<file path="config.mk">
export PLATFORM = sky130hd
export DESIGN_NAME = bus_control_sequencer
export DESIGN_NICKNAME = d
export VERILOG_FILES = /design/src/rtl/bus_control_sequencer.sv
export SDC_FILE = /design/constraint.sdc
export NUM_CORES = 1
export LEC_CHECK = 0
export ABC_AREA = 1
export CORE_MARGIN = 2
export CORE_UTILIZATION = 30
export CTS_CLUSTER_DIAMETER = 30
export DETAILED_ROUTE_END_ITERATION = 8
export PLACE_DENSITY = 0.77
export SYNTH_ARGS = -nofsm -noshare
export SYNTH_HDL_FRONTEND = slang
export SYNTH_SLANG_ARGS = --single-unit
export TNS_END_PERCENT = 50
</file>
<file path="constraint.sdc">
create_clock -name clock -period 1.6 [get_ports clock]
set_clock_uncertainty 0.15 [all_clocks]
set_input_delay 0.16 -clock clock [delete_from_list [all_inputs] [get_ports clock]]
set_output_delay 0.16 -clock clock [all_outputs]
set_load 0.02 [all_outputs]
</file>
<file path="src/rtl/bus_control_sequencer.sv">
// Control sequencer for a simple bus-based CPU datapath.
// Moore machine: every control output is decoded from the state register and
// the opcode field ir[31:27]; only state and the illegal-opcode flag are stored.
module bus_control_sequencer (
  input  logic        clock,
  input  logic        reset,
  input  logic [31:0] ir,
  input  logic        mem_ready,
  output logic        PCout,
  output logic        PCin,
  output logic        IncPC,
  output logic        MARin,
  output logic        MDRin,
  output logic        MDRout,
  output logic        Read,
  output logic        Write,
  output logic        IRin,
  output logic        Yin,
  output logic        Zin,
  output logic        Zlowout,
  output logic        Cout,
  output logic        Gra,
  output logic        Grb,
  output logic        Grc,
  output logic        Rin,
  output logic        Rout,
  output logic        BAout,
  output logic [3:0]  alu_op,
  output logic        run,
  output logic        illegal_op
);

  typedef enum logic [3:0] {
    StRst, StT0, StT1, StT2, StT3, StT4, StT5, StT6, StT7, StHalt
  } state_e;

  localparam logic [3:0] AluAdd = 4'b0000;
  localparam logic [3:0] AluAnd = 4'b0010;
  localparam logic [3:0] AluOr  = 4'b0011;

  state_e state_q, state_d;
  logic   illegal_q, illegal_d;

  logic [4:0] op;
  logic       is_rr, is_imm, is_ld, is_st, is_nop, is_halt, is_legal;

  // Operand fields live in the datapath; only the opcode matters here.
  logic unused_ir;
  assign unused_ir = ^ir[26:0];

  assign op       = ir[31:27];
  assign is_rr    = (op[4:2] == 3'b000);
  assign is_imm   = (op == 5'b00100) || (op == 5'b00101) || (op == 5'b00110);
  assign is_ld    = (op == 5'b00111);
  assign is_st    = (op == 5'b01000);
  assign is_nop   = (op == 5'b11010);
  assign is_halt  = (op == 5'b11011);
  assign is_legal = is_rr || is_imm || is_ld || is_st || is_nop || is_halt;

  // Next-state selection; memory waits hold in T1, ld-T6 and st-T7 only.
  always_comb begin
    state_d   = state_q;
    illegal_d = 1'b0;
    unique case (state_q)
      StRst:  state_d = StT0;
      StT0:   state_d = StT1;
      StT1:   state_d = mem_ready ? StT2 : StT1;
      StT2: begin
        if (is_halt) begin
          state_d = StHalt;
        end else if (is_rr || is_imm || is_ld || is_st) begin
          state_d = StT3;
        end else begin
          state_d   = StT0;
          illegal_d = !is_legal;
        end
      end
      StT3:   state_d = StT4;
      StT4:   state_d = StT5;
      StT5:   state_d = (is_ld || is_st) ? StT6 : StT0;
      StT6: begin
        if (is_ld)      state_d = mem_ready ? StT7 : StT6;
        else if (is_st) state_d = StT7;
        else            state_d = StT0;
      end
      StT7: begin
        if (is_st) state_d = mem_ready ? StT0 : StT7;
        else       state_d = StT0;
      end
      StHalt: state_d = StHalt;
      default: state_d = StRst;
    endcase
  end

  // State register with synchronous reset that overrides any wait or HALT.
  always_ff @(posedge clock) begin
    if (reset) begin
      state_q   <= StRst;
      illegal_q <= 1'b0;
    end else begin
      state_q   <= state_d;
      illegal_q <= illegal_d;
    end
  end

  // Output decode; anything not listed for a state/opcode stays 0.
  always_comb begin
    {PCout, PCin, IncPC, MARin, MDRin, MDRout, Read, Write, IRin} = '0;
    {Yin, Zin, Zlowout, Cout, Gra, Grb, Grc, Rin, Rout, BAout}    = '0;
    alu_op     = AluAdd;
    run        = (state_q != StHalt);
    // illegal_q is only ever set on the T2->T0 edge, so this is T0's first cycle.
    illegal_op = illegal_q && (state_q == StT0);
    unique case (state_q)
      StT0: {PCout, MARin, IncPC, Zin} = '1;
      StT1: {Zlowout, PCin, Read, MDRin} = '1;
      StT2: {MDRout, IRin} = '1;
      StT3: begin
        if (is_rr || is_imm) {Grb, Rout, Yin} = '1;
        else if (is_ld || is_st) {Grb, BAout, Yin} = '1;
      end
      StT4: begin
        if (is_rr) begin
          {Grc, Rout, Zin} = '1;
          alu_op = {2'b00, op[1:0]};
        end else if (is_imm) begin
          {Cout, Zin} = '1;
          alu_op = (op == 5'b00101) ? AluAnd : (op == 5'b00110) ? AluOr : AluAdd;
        end else if (is_ld || is_st) begin
          {Cout, Zin} = '1;
        end
      end
      StT5: begin
        if (is_rr || is_imm) {Zlowout, Gra, Rin} = '1;
        else if (is_ld || is_st) {Zlowout, MARin} = '1;
      end
      StT6: begin
        if (is_ld) {Read, MDRin} = '1;
        else if (is_st) {Gra, Rout, MDRin} = '1;
      end
      StT7: begin
        if (is_ld) {MDRout, Gra, Rin} = '1;
        else if (is_st) Write = 1'b1;
      end
      default: ;
    endcase
  end

endmodule
</file>
==> results_dict.tcl <==
set metrics [dict create \
    outcome "finished with violations" \
    failed_checks "setup timing" \
    worstHoldPathCells 3 \
    multi_input_comb_area_sq_um 648.1 \
    finish.utilization_pct 64.19 \
    timing.critical_path.to_type "output port" \
    leakagePower_uw 0.0006897 \
    drive_gt1_share_pct 66.48 \
    grt_pass1_wl_microns 4347 \
    max-clock-path-buffers 2 \
    postCtsHoldBufs 0 \
    area.growth.synth_to_final_pct 105.1 \
    htree_levels 1 \
    path_class "flop to output port" \
    number_of_buffers_inserted_by_port_buffering 30 \
    synthDominantCellAreaShare_pct 14.60 \
    finalSetupViolCount 4 \
    synth_area_sq_um 685.7 \
    num_antenna_cells 0 \
    fin_hold_viols 0 \
    worst_hold_slack_ns 0.1611 \
    postLayoutSetupSlackWorst_ns -0.04500 \
    timing.final.max_slew_violations 0 \
    hold_path_end "illegal_q$_SDFF_PP0_" \
    first_global_vias 1002 \
    die_width_microns 51.81 \
    tritoncts "done" \
    fin_nets 215 \
    critical-path-max-stage-delay_ns 0.36 \
    routed_via_density 5.029 \
    bufs_and_invs_on_worst_path 2 \
    synth-seq-area-share_pct 14.60 \
    initial_core_util_pct 31.30 \
    grt_use_total_pct 21.35 \
    hold_path_origin "ir[28]" \
    postSynthRegisterBits 5 \
    firstDrtPassIters 5 \
    period_share_pct 102.8 \
    placedInstanceArea_sq_um 1192 \
    half_perimeter_wire_length_of_the_detailed_placement_result_microns 1923 \
    cts_root_buf "clkbuf_4" \
    critical_path_cell_by_cell "buf_4, nand2_4, nor3_4, nand2_2, nand3_1, buf_6" \
    post_synth_main_area_contributors "dfxtp_1, nand2_1, inv_1" \
    rows 17 \
    clkLatencyLatePin_ns 0.24 \
    globalplace.congestion 0.8448 \
    antenna_found_initial 0 \
    final_cells 207 \
    post_synth_inst_count 117 \
    hold_class "primary input to flop" \
    dieHeight_microns 51.81 \
    max_freq_mhz 607.9 \
    slowest_stage "dfxtp_4" \
    detail_route.drc_violations 0 \
    routed-via-count 1041 \
    drt-initial-drc-count 37 \
    regArea_sq_um 112.6 \
    design.die.area_sq_um 2684 \
    peakVddDrop_uv 526.5 \
    post_synth.cell_area_avg_sq_um 5.860 \
    power_per_cell_area_nw_per_um2 538.0 \
    timing.reg2reg.worst_path_depth 11 \
    grt_max_degree 6 \
    fin_area_sq_um 1406 \
    cts.reportedPaths.clkPinSlew_ns 0.04 \
    finalWorstPathRequiredPeriod_ns 1.645 \
    yosys_warnings 0 \
    number_of_buffers_inserted_during_clock_tree_synthesis 3 \
    num_io_pins 60 \
    synth_top_cell_by_area "dfxtp_1" \
    routed_wirelength_microns 2882 \
    worst-endpoint-arrival_ns 1.34 \
    layout.filler_cells 195 \
    cpLargestDelayFamily "simple AND/OR/NAND/NOR gates" \
    clock_sink_count 5 \
    reg2reg_setup_slack_ns 0.05 \
    capturing_point_of_the_worst_reg2reg_path "state_q[0]$_SDFF_PP0_" \
    wl_per_cell_microns 13.92 \
    drt.antenna.violating_nets 0 \
    maxCapViolCount 0 \
    placedCellCount 198 \
    biggest_fanout_along_the_worst_timing_path 5 \
    grt_setup_unrepaired "true" \
    worst_ep_required_time_ns 1.29 \
    crit_path_start_kind "flop" \
    coreArea_sq_um 2191 \
    regToRegStartpoint "state_q[2]$_SDFF_PP0_" \
    synth.distinct_cells 23 \
    gr-total-overflow 0 \
]
## synth_stat cells
| cell type | count |
|---|---|
| nand2_1 | 21 |
| inv_1 | 16 |
| nor2_1 | 15 |
| nand3_1 | 8 |
| inv_2 | 7 |
| a21oi_1 | 5 |
| dfxtp_1 | 5 |
| nand2_2 | 5 |
| nor2_2 | 5 |
| o21ai_0 | 5 |
| buf_4 | 4 |
| nand4_1 | 4 |
| nand3_2 | 3 |
| nor2_4 | 3 |
| o21ai_1 | 2 |
| o21ai_2 | 2 |
| a211oi_1 | 1 |
| a311oi_1 | 1 |
| conb_1 | 1 |
| nand3_4 | 1 |
| nor3_1 | 1 |
| nor3_2 | 1 |
| nor3b_2 | 1 |
## cell usage in the layout (no fill, tap or decap), drive strengths merged
cell / netlist / layout
buf: 4 / 53
nand2: 26 / 26
nor2: 23 / 23
inv: 23 / 23
nand3: 12 / 12
o21ai: 9 / 9
clkbuf: 0 / 8
a21oi: 5 / 5
dfxtp: 5 / 5
nand4: 4 / 4
conb: 1 / 2
clkdlybuf4s50: 0 / 2
nor3: 2 / 2
a211oi: 1 / 1
nor3b: 1 / 1
a311oi: 1 / 1
dlygate4sd2: 0 / 1
clkdlybuf4s15: 0 / 1
## through the flow
step	setup WS, ns	total power, uW	TNS [ns]
floorplan	0.007101	347.6	0
global placement	-0.6090	518.8	-10.51
detailed placement	-0.6532	527.8	-11.48
CTS	-0.03509	677.3	-0.08993
global route	-0.09907	808.5	-1.070
finish	-0.04500	756.6	-0.1015
## routing by layer
metal  up-vias  track usage (%)  routed length (microns)
li1        498                -                        -
met1       498            25.87                     1129
met2        43            37.61                     1527
met3         2            4.310                      198
met4         0            6.579                       27
met5         -                0                        0
## timing repair
action / 4_1_cts / 5_1_grt
resized for setup: 141 / 58
pin swaps: 5 / 16
endpoints found under the setup margin: 23 / 26
cloned: 0 / 0
buffers inserted: 3 / 2
## where the power goes
group          switching [uW]  internal [uW]  total [uW]
Combinational             267            193         461
Sequential               17.6            136         154
Clock                    47.9           94.0         142
Total                     333            424         757
## logic make-up after synthesis
family	count (synthesis)	share of synthesized area (%)
AOI/OAI and AO/OA	16	13.69
buffers and inverters	27	16.97
DFF	5	14.60
other	1	0.5469
and+or+nand+nor	68	54.20
## state kept, by name, indices dropped and copies added, names as in the netlist
signal and count:
illegal_q 1, state_q 4
## area by class of cell
| cell class | count | area share, % |
|---|---|---|
| inverter | 23 | 6.495 |
| timing repair buffer | 61 | 35.05 |
| sequential | 5 | 8.007 |
| multi-input combinational | 86 | 46.09 |
| clock buffer | 4 | 1.868 |
| tap | 28 | 2.491 |
## how the worst max path moves through the flow
stage	start	end	slack (ns)	cells after the start
after floorplan	state_q[0]$_SDFF_PP0_	Rout	0.007	6
final	state_q[2]$_SDFF_PP0_	Gra	-0.05	6
after global placement	ir[29]	alu_op[1]	-0.61	7
after global routing	state_q[2]$_SDFF_PP0_	Zlowout	-0.1	6
after CTS	state_q[1]$_SDFF_PP0_	PCin	-0.04	5
after detailed placement	ir[29]	MDRin	-0.65	8
## worst reg2reg max path, cell delays in order, from the launching register on
cell,delay (ns)
dfxtp_4,0.35
buf_4,0.14
nand2_4,0.12
nor2_4,0.06
buf_4,0.13
buf_4,0.13
nand3_1,0.09
nand2_1,0.06
inv_1,0.05
nand3_1,0.06
nand2_1,0.06
inv_1,0.03
No activity file was read; power rests on OpenSTA's default activity.
